<file path="src/rtl/fetch_unit.sv">
// rtl/fetch_unit.sv - sequential instruction fetch with credit-limited issue and output FIFO
// Responses pair with their PCs through an in-order address queue; redirects flush and drop stale data.
module fetch_unit #(
  parameter int unsigned DEPTH    = 4,
  parameter logic [31:0] RESET_PC = 32'h0000_0000
) (
  input  logic        clk,
  input  logic        reset_n,
  output logic        imem_req_valid,
  input  logic        imem_req_ready,
  output logic [31:0] imem_addr,
  input  logic        imem_rsp_valid,
  input  logic [31:0] imem_rsp_data,
  output logic        inst_valid,
  input  logic        inst_ready,
  output logic [31:0] inst_data,
  output logic [31:0] inst_pc,
  input  logic        redirect_valid,
  input  logic [31:0] redirect_pc
);
  localparam int unsigned PW = $clog2(DEPTH);
  localparam int unsigned CW = PW + 1;
  localparam logic [CW:0]   CREDITS = (CW+1)'(DEPTH);
  localparam logic [CW-1:0] FULL    = CW'(DEPTH);

  logic [31:0]   fetch_pc_q, fetch_pc_d;
  logic          started_q;
  logic [CW-1:0] count_q, count_d;
  logic [CW-1:0] inflight_q, inflight_d;
  logic [CW-1:0] drop_q, drop_d;
  logic [PW-1:0] head_q, head_d, tail_q, tail_d;
  logic [PW-1:0] pq_head_q, pq_tail_q;
  logic [31:0]   fifo_pc_q   [DEPTH];
  logic [31:0]   fifo_data_q [DEPTH];
  logic [31:0]   pcq_q       [DEPTH];

  logic [CW:0]   credit;
  logic          accept, rsp_fire, rsp_drop, push, pop;

  // started_q keeps requests quiet while reset is held and for the release cycle.
  always_comb begin
    credit         = {1'b0, count_q} + {1'b0, inflight_q};
    imem_req_valid = started_q && (credit < CREDITS) && !redirect_valid;
    accept         = imem_req_valid && imem_req_ready;
    rsp_fire       = imem_rsp_valid && (inflight_q != '0);
    rsp_drop       = rsp_fire && (drop_q != '0);
    push           = rsp_fire && !rsp_drop;
    pop            = inst_valid && inst_ready;
  end

  assign imem_addr  = fetch_pc_q;
  assign inst_valid = (count_q != '0);
  assign inst_data  = inst_valid ? fifo_data_q[head_q] : 32'd0;
  assign inst_pc    = inst_valid ? fifo_pc_q[head_q]   : 32'd0;

  always_comb begin
    fetch_pc_d = fetch_pc_q;
    inflight_d = inflight_q + CW'(accept) - CW'(rsp_fire);
    drop_d     = drop_q - CW'(rsp_drop);
    head_d     = head_q + PW'(pop);
    tail_d     = tail_q + PW'(push);
    count_d    = count_q + CW'(push) - CW'(pop);
    if (accept) fetch_pc_d = fetch_pc_q + 32'd4;
    // Everything still outstanding after this cycle belongs to the old path.
    if (redirect_valid) begin
      fetch_pc_d = redirect_pc & 32'hFFFF_FFFC;
      head_d     = '0;
      tail_d     = '0;
      count_d    = '0;
      drop_d     = inflight_q - CW'(rsp_fire);
    end
  end

  always_ff @(posedge clk or negedge reset_n) begin
    if (!reset_n) begin
      fetch_pc_q <= RESET_PC;
      started_q  <= 1'b0;
      count_q    <= '0;
      inflight_q <= '0;
      drop_q     <= '0;
      head_q     <= '0;
      tail_q     <= '0;
      pq_head_q  <= '0;
      pq_tail_q  <= '0;
    end else begin
      fetch_pc_q <= fetch_pc_d;
      started_q  <= 1'b1;
      count_q    <= count_d;
      inflight_q <= inflight_d;
      drop_q     <= drop_d;
      head_q     <= head_d;
      tail_q     <= tail_d;
      pq_head_q  <= pq_head_q + PW'(rsp_fire);
      pq_tail_q  <= pq_tail_q + PW'(accept);
    end
  end

  always_ff @(posedge clk) begin
    if (push && !redirect_valid) begin
      fifo_pc_q[tail_q]   <= pcq_q[pq_head_q];
      fifo_data_q[tail_q] <= imem_rsp_data;
    end
    if (accept) pcq_q[pq_tail_q] <= fetch_pc_q;
    if (reset_n && push && !pop && !redirect_valid) assert (count_q < FULL);
  end

endmodule

</file>
<file path="config.mk">
export PLATFORM = sky130hd
export DESIGN_NAME = fetch_unit
export DESIGN_NICKNAME = d
export VERILOG_FILES = /design/src/rtl/fetch_unit.sv
export SDC_FILE = /design/constraint.sdc
export NUM_CORES = 1
export LEC_CHECK = 0
export ABC_AREA = 1
export CORE_MARGIN = 2
export CORE_UTILIZATION = 39
export DETAILED_ROUTE_END_ITERATION = 8
export GPL_TIMING_DRIVEN = 1
export PLACE_DENSITY_LB_ADDON = 0.05
export SYNTH_ARGS = -nofsm -noshare
export SYNTH_HDL_FRONTEND = slang
export SYNTH_SLANG_ARGS = --single-unit
export TNS_END_PERCENT = 1
</file>
<file path="constraint.sdc">
create_clock -name clk -period 14.89 [get_ports clk]
set_input_delay 1.489 -clock clk [delete_from_list [all_inputs] [get_ports clk]]
set_output_delay 1.489 -clock clk [all_outputs]
set_load 0.03 [all_outputs]
</file>
==> flow_summary.ini, run 1 <==
[setup_path]
crit_buf_inv = 3
rrSetupSlack_ns = 11.73
criticalPathCategory = register to primary output
worstPathArrival_ns = 3.93
crit_chain = inv_2 > buf_4 > o21ai_0 > a21oi_1 > clkdlybuf4s50_1
crit_path_end_kind = primary output
regToRegStartpoint = count_q[1]$_DFF_PN0_
reg2reg_to = count_q[2]$_DFF_PN0_
cp_slowest_cell = buf_4
crit_required_ns = 13.40
reg2reg_depth = 12
start_kind = register
cp_top_family = buffers and inverters
crit_fanout = 98
slowest_delay_ns = 0.82

[sta]
post-route-period-util_pct = 36.4
rsz0062_at_grt = false
finClkSkew_ns = 0.0106
slew_headroom_pct = 26.2
setup-violations-final = 0
final-hold-violation-count = 0
fin_crit_ns = 5.42
finalSetupTns_ns = 0
timing.fmax_ghz = 0.185
tightest_slew_ns = 1.11
slew_viol_final = 0

[routing]
drtAntennaViolNets = 0
routed_wl_microns = 42400
viasPerCell = 4.92
drc_errors = 0
vias = 11300
drt_iter0_markers = 741
firstDrtPassIters = 5
routedWlPerCell_microns = 18.5

[placement]
globalplace.congestion = 0.843
dpl.cell_count = 2210
portBuffers = 161
dpl_cell_area_sq_um = 19500
hpwl_microns = 23600

[cts]
clkTransAtPathRegs_ns = 0.06
ctsHtreeMaxLevel = 2
cts_setup_buffers = 0
cts_made_buffers = 47
clk_latency_ns = 0.57
clk_path_buf_depth = 3
cts.repair.resized = 0
cts_tree = built
cts_sinks = 416
cts-hold-fix-buffers = 0
cts_root_buf = clkbuf_16

[yosys]
ys_ff_latch = 416
ys_top_cells_by_count = 368 x edfxtp_1, 348 x nor2_1, 188 x o21ai_0, 175 x nand2_1, 64 x a21oi_1
yosysWarnings = 0
synth_top_area_share_pct = 63.6
synthCells = 1514
synth_cell_type_count = 36
ys_async_sr_fraction_pct = 11.5
ys.flop_type = edfxtp_1
yosysMostFrequentCell = edfxtp_1
syn-cell-area_sq_um = 17400
synth-edff-count = 368
synthTopCellsByArea = edfxtp_1 64%, nor2_1 7.5%, dfrtp_1 6.9%, o21ai_0 5.4%, nand2_1 3.8%
synth.avg_cell_area_sq_um = 11.5
ys_seq_area_share_pct = 70.5
synth_top_area_cell = edfxtp_1

[power_and_ir_drop]
total_power_mw = 4.09
power_density_nw_per_um2 = 193
peakVddDrop_uv = 125
leakage_nw = 7.55

[global_route]
grt_pass1_wl_microns = 64700
grt_overflow = 0
antenna_found_initial = 0
grt_use_total_pct = 18.3
grt_max_degree = 99
grt_pass1_vias = 10962

[layout]
nFillCells = 4090
drive_above_1_share_pct = 8.22
multi_input_area_sq_um = 4520
register_area_sq_um = 12300
diodes = 0
area_growth_pct = 21.8
final_net_count = 1754
finalInstanceArea_sq_um = 21200
fin_cells = 2296
fin_util_pct = 48.0

[floorplan]
die_y_microns = 215
io_pins = 168
die_area_sq_um = 46300
core_area_sq_um = 44100
rows = 77
start_util_pct = 39.4
fp.dieW_microns = 215

[worst_hold_path]
hold-path-endpoint = pq_tail_q[1]$_DFF_PN0_
hold_start = pq_tail_q[1]$_DFF_PN0_
min_path_type = register to register
hold_depth = 1

[status]
status = completed

[job]
drv_cap = 0
-- routing by layer --
| layer | GRT usage, % | share of wire (%) |
|---|---|---|
| met1 | 24.5 | 46 |
| met3 | 2.93 | 4.0 |
| met5 | 0 | 0 |
| met2 | 30.8 | 48 |
| met4 | 5.38 | 1.7 |
-- kinds of logic (layout without fill, tap and decap cells) --
group,Yosys count,in the layout,synth area share [%]
muxes,2,2,0.115
adders and majority gates,17,17,1.31
and+or+nand+nor,618,618,14.7
other,2,5,0.0432
DFF,416,416,70.5
xor gates and xnor gates,17,17,0.856
AOI/OAI and AO/OA,290,290,8.68
buffers and inverters,152,339,3.85
-- report_power, final --
part | switching [mW] | internal [mW] | leakage (nW)
combinational | 0.899 | 0.448 | 2.85
clock | 0.456 | 0.755 | 0.794
sequential | 0.105 | 1.43 | 3.90
total | 1.46 | 2.63 | 7.55
-- state kept, by name, summed over array words and instances (netlist names) --
register,flops
fifo_pc_q,120
fifo_data_q,128
pq_tail_q,2
started_q,1
inflight_q,3
imem_addr,30
pq_head_q,2
drop_q,3
count_q,3
tail_q,2
head_q,2
pcq_q,120
-- worst register-to-register path: cells and delay by family (launching register included) --
family	cells	cell delay, ns
adders and majority gates	3	0.86
buffers and inverters	4	0.89
DFF	1	0.44
and+or+nand+nor	5	0.88
-- cell usage in the layout, fill, tap and decap left out, types with 9 or more instances in the layout --
| cell | netlist | layout |
|---|---|---|
| a21oi_1 | 64 | 64 |
| o22ai_1 | 30 | 30 |
| dfrtp_1 | 48 | 46 |
| nand2_2 | 10 | 10 |
| clkinv_2 | 0 | 11 |
| nor2_1 | 348 | 348 |
| buf_4 | 12 | 21 |
| nand3_1 | 53 | 53 |
| clkbuf_16 | 0 | 49 |
| nor3_2 | 1 | 9 |
| nor2_4 | 9 | 10 |
| o21ai_0 | 188 | 188 |
| nand2_1 | 175 | 175 |
| inv_1 | 52 | 52 |
| clkinv_1 | 13 | 20 |
| edfxtp_1 | 368 | 368 |
| bufinv_16 | 0 | 9 |
| ha_1 | 15 | 15 |
| clkdlybuf4s50_1 | 0 | 159 |
| xnor2_1 | 9 | 9 |
-- how the worst max path moves through the flow --
stage | startpoint | endpoint | depth (start not counted)
global placement | head_q[0]$_DFF_PN0_ | inst_pc[23] | 5
detailed placement | head_q[0]$_DFF_PN0_ | inst_pc[23] | 5
global route | head_q[0]$_DFF_PN0_ | inst_pc[23] | 5
floorplan | redirect_valid | fifo_data_q[0][0]$_DFFE_PP_ | 5
finish | head_q[0]$_DFF_PN0_ | inst_pc[23] | 5
CTS | head_q[0]$_DFF_PN0_ | inst_pc[23] | 5
-- area by class of cell --
type	count	area share (%)
sequential	416	57.9
multi-input combinational	949	21.3
timing repair buffer	182	8.31
clock buffer	56	5.91
clock inverter	30	1.78
tap	592	3.50
inverter	71	1.26
-- metrics by stage --
step	hold WS, ns	setup WS [ns]
final	0.556	9.47
after global routing	0.592	9.17
after CTS	0.557	9.34
after detailed placement	0.547	9.98
after global placement	0.546	9.99
after floorplan	0.477	8.14
No activity file was read; power rests on OpenSTA's default activity.
==> run 2, diff against run 1 <==
Clock period 14.89 ns to 5.4 ns, I/O delays scaled along.
==> flow_summary.ini, run 2 (synthesized netlist as in run 1, its figures left out) <==
[sta]
slew_headroom_pct = 30.3
finClkSkew_ns = 0.0104
timing.fmax_ghz = 0.238
tightest_slew_ns = 1.04
fin_ws_ns = 1.20
fin_crit_ns = 4.20
final-hold-violation-count = 0
post-route-period-util_pct = 77.8
setup-violations-final = 0
rsz0062_at_grt = false
slew_viol_final = 0

[routing]
routed_wl_microns = 42200
viasPerCell = 4.96
drc_errors = 0
routedWlPerCell_microns = 18.4
drt_iter0_markers = 620
firstDrtPassIters = 4
vias = 11349
drtAntennaViolNets = 0

[floorplan]
rows = 77
start_util_pct = 39.4
io_pins = 168
die_y_microns = 215
core_area_sq_um = 44100
die_area_sq_um = 46300
fp.dieW_microns = 215

[setup_path]
critPathMostFrequentCell = nor2_1
crit_path_end_kind = primary output
criticalPathCategory = register to primary output
slowest_delay_ns = 0.82
crit_chain = buf_4 > nor2_1 > nor2_1 > o21ai_0 > a21oi_1 > clkdlybuf4s50_1
worstPathArrival_ns = 3.66
cp_top_family = buffers and inverters
crit_required_ns = 4.86
start_kind = register
cp_slowest_cell = buf_4
crit_buf_inv = 2
crit_fanout = 82

[placement]
dp_slack_ns = 1.77
portBuffers = 161
globalplace.congestion = 0.833
hpwl_microns = 24000

[global_route]
grt_pass1_vias = 11122
grt_use_total_pct = 18.3
grt_overflow = 0
grt_pass1_wl_microns = 65000
grt_max_degree = 83
antenna_found_initial = 1

[layout]
final_common_cell = edfxtp_1
largest_register_ffs = 128
drive_above_1_share_pct = 7.13
nFillCells = 4105
final_cell_mix = 368 x edfxtp_1, 348 x nor2_1, 188 x o21ai_0
top_regs = fifo_data_q (128), fifo_pc_q (120), pcq_q (120)
final_net_count = 1752
largest-register = fifo_data_q
area_growth_pct = 20.5
diodes = 0
multi_input_area_sq_um = 4520
register_area_sq_um = 12300

[cts]
ctsHtreeMaxLevel = 2
cts_root_buf = clkbuf_16
cts_made_buffers = 46
clk_latency_ns = 0.56
cts_sinks = 416
cts_setup_buffers = 0
cts.repair.resized = 0
cts-hold-fix-buffers = 0
clk_path_buf_depth = 3
clkTransAtPathRegs_ns = 0.06
cts_tree = built

[power_and_ir_drop]
peakVddDrop_uv = 322
total_power_mw = 10.8
power_density_nw_per_um2 = 517
leakage_nw = 7.42

[status]
status = completed

[job]
drv_cap = 0

[worst_hold_path]
min_path_type = input pin to asynchronous set/reset pin
## run 2: final timing paths
path	endpoint	depth (start not counted)	slack [ns]	start
hold / removal	started_q$_DFF_PN0_	2	0.09	reset_n
max in group asynchronous	head_q[0]$_DFF_PN0_	2	4.79	reset_n
hold reg to reg	pq_tail_q[1]$_DFF_PN0_	1	0.56	pq_tail_q[1]$_DFF_PN0_
setup reg to reg	pcq_q[0][13]$_DFFE_PP_	7	2.48	inflight_q[1]$_DFF_PN0_
min in group clk	imem_addr[9]$_DFFE_PN0P_	3	0.55	redirect_pc[9]
setup / recovery	inst_pc[23]	6	1.20	head_q[0]$_DFF_PN0_
## run 2: cell type report
| class | instances | share of cell area, % |
|---|---|---|
| clock buffers | 64 | 6.12 |
| clock inverters | 16 | 0.454 |
| inverters | 71 | 1.28 |
| multi-input cells | 949 | 21.6 |
| flip-flops and latches | 416 | 58.5 |
| well taps | 592 | 3.54 |
| repair buffers | 181 | 8.54 |
## run 2: metrics by stage
step	hold WS [ns]	std cells	TNS, ns	area [sq um]	util (%)
2_1_floorplan	0.244	1517	-100.65	17400	-
5_1_grt	0.130	2289	0	21000	47.5
3_5_place_dp	0.552	2209	0	19600	44.4
4_1_cts	0.100	2289	0	21000	47.5
3_3_place_gp	0.541	2209	0	19600	44.4
6_report	0.0949	2289	0	21000	47.5
## run 2: report_power, final
part / leakage (nW) / switching [mW] / internal, mW
logic: 2.85 / 2.50 / 1.25
registers: 3.90 / 0.268 / 3.94
clock network: 0.669 / 1.19 / 1.69
## run 2: worst register-to-register path, delay by kind of cell (launching register included)
kind | cells | cell delay [ns]
adder cells (fa/ha/maj) | 1 | 0.31
buffers and inverters | 1 | 0.50
flip-flops | 1 | 0.46
AND/OR/NAND/NOR | 5 | 1.28
## run 2: metal layers
layer | up-vias | track usage (%) | part of all wire (%)
met5 | - | 0 | 0
met4 | 0 | 5.38 | 1.9
met3 | 50 | 2.87 | 3.6
met2 | 222 | 31.0 | 49
met1 | 5544 | 24.3 | 45
li1 | 5533 | - | -
==> run 3, diff against run 2 <==
Clock period 5.4 ns to 3.7 ns, I/O delays scaled along.
==> flow_summary.ini, run 3 (synthesized netlist as in run 1, its figures left out) <==
[status]
status = completed

[setup_path]
start_kind = register
regToRegStartpoint = count_q[1]$_DFF_PN0_
crit_required_ns = 3.33
worstPathArrival_ns = 3.02
crit_path_end_kind = primary output
startpoint = head_q[1]$_DFF_PN0_
criticalPathCategory = register to primary output
rrSetupSlack_ns = 0.98
crit_fanout = 62

[cts]
cts_tree = built
cts_root_buf = clkbuf_16
clkTransAtPathRegs_ns = 0.06
cts_made_buffers = 45
cts_setup_buffers = 0
ctsHtreeMaxLevel = 2
cts.repair.resized = 0
clk_path_buf_depth = 3
cts_sinks = 416
clk_latency_ns = 0.57

[routing]
drt_iter0_markers = 703
vias = 11219
firstDrtPassIters = 5
routed_wl_microns = 42100
routedWlPerCell_microns = 18.3
drc_errors = 0
drtAntennaViolNets = 0
viasPerCell = 4.88

[global_route]
grt.busiest_layer = met2
groute.layer.met3.usage_pct = 3.33
antenna_found_initial = 0
use_met1_pct = 24.5
grt_use_total_pct = 18.2
grt_max_degree = 95
grt_pass1_vias = 11006
use_met2_pct = 30.7
grt_overflow = 0
grt_pass1_wl_microns = 64900

[layout]
final_common_cell = edfxtp_1
largest_register_ffs = 128
area_growth_pct = 22.4
largest-register = fifo_data_q
final_net_count = 1762
drive_above_1_share_pct = 8.61
diodes = 0
finalInstanceArea_sq_um = 21300
fin_cells = 2300
final_cell_mix = 368 x edfxtp_1, 348 x nor2_1, 188 x o21ai_0
top_regs = fifo_data_q (128), fifo_pc_q (120), pcq_q (120)

[sta]
post-route-period-util_pct = 91.5
final-hold-violation-count = 0
tightest_slew_ns = 0.892
slew_headroom_pct = 40.5
finClkSkew_ns = 0.0242
fin_crit_ns = 3.39
rsz0062_at_grt = false
slew_viol_final = 0
finalSetupTns_ns = 0
timing.fmax_ghz = 0.295
setup-violations-final = 0

[power_and_ir_drop]
leakage_nw = 7.57
peakVddDrop_uv = 435
power_density_nw_per_um2 = 765

[floorplan]
io_pins = 168
core_area_sq_um = 44100
die_y_microns = 215
start_util_pct = 39.4
fp.dieW_microns = 215
die_area_sq_um = 46300
rows = 77

[placement]
portBuffers = 161
dpl_cell_area_sq_um = 19800
dpl.cell_count = 2219
globalplace.congestion = 0.835
hpwl_microns = 24800

[worst_hold_path]
hold_start = redirect_valid
min_path_type = input pin to register

[job]
drv_cap = 0
[run 3: power by group]
part / switching, mW / internal, mW
combinational: 3.73 / 1.89
sequential: 0.348 / 5.74
clock: 1.82 / 2.76
total: 5.90 / 10.4
[run 3: per-layer routing]
layer  vias to the layer above  part of all wire (%)
li1                       5550                     -
met1                      5399                    46
met2                       222                    48
met3                        48                   4.1
met4                         0                   1.7
met5                         -                     0
[run 3: final timing paths]
check | to | cells after the start
min in group asynchronous | started_q$_DFF_PN0_ | 2
max in group asynchronous | imem_addr[19]$_DFFE_PN0P_ | 3
min | imem_addr[6]$_DFFE_PN0P_ | 6
max | inst_pc[25] | 6
min reg2reg | pq_tail_q[1]$_DFF_PN0_ | 1
max reg2reg | count_q[2]$_DFF_PN0_ | 11
[run 3: area by class of cell]
type,instances,area (sq um)
inverters,71,268
flip-flops and latches,416,12300
multi-input cells,949,4550
clock buffers,53,1180
well taps,592,741
clock inverters,27,318
fillers,4056,22800
repair buffers,192,1970
[run 3: worst max-delay path, stage by stage, from the launching register on]
cell and delay [ns]:
dfrtp_2 0.67, clkinv_2 0.09, buf_4 0.41, nor2_1 0.18, o21ai_0 0.09, a21oi_1 0.26
clkdlybuf4s50_1 0.73
[run 3: what timing repair did]
item / CTS / global route
endpoints found under the hold margin: 35 / 0
hold buffers: 1 / 0
setup endpoints to repair: 0 / 0
[run 3: through the flow]
step	power (mW)	util, %	setup WS [ns]	hold WS, ns
final	16.3	48.2	0.315	0.374
after CTS	16.5	48.2	0.201	0.335
after floorplan	9.54	-	-0.197	0.0744
after global routing	17.2	48.2	0.137	0.381
after global placement	11.9	44.8	0.796	0.531
after detailed placement	11.9	44.8	0.805	0.546
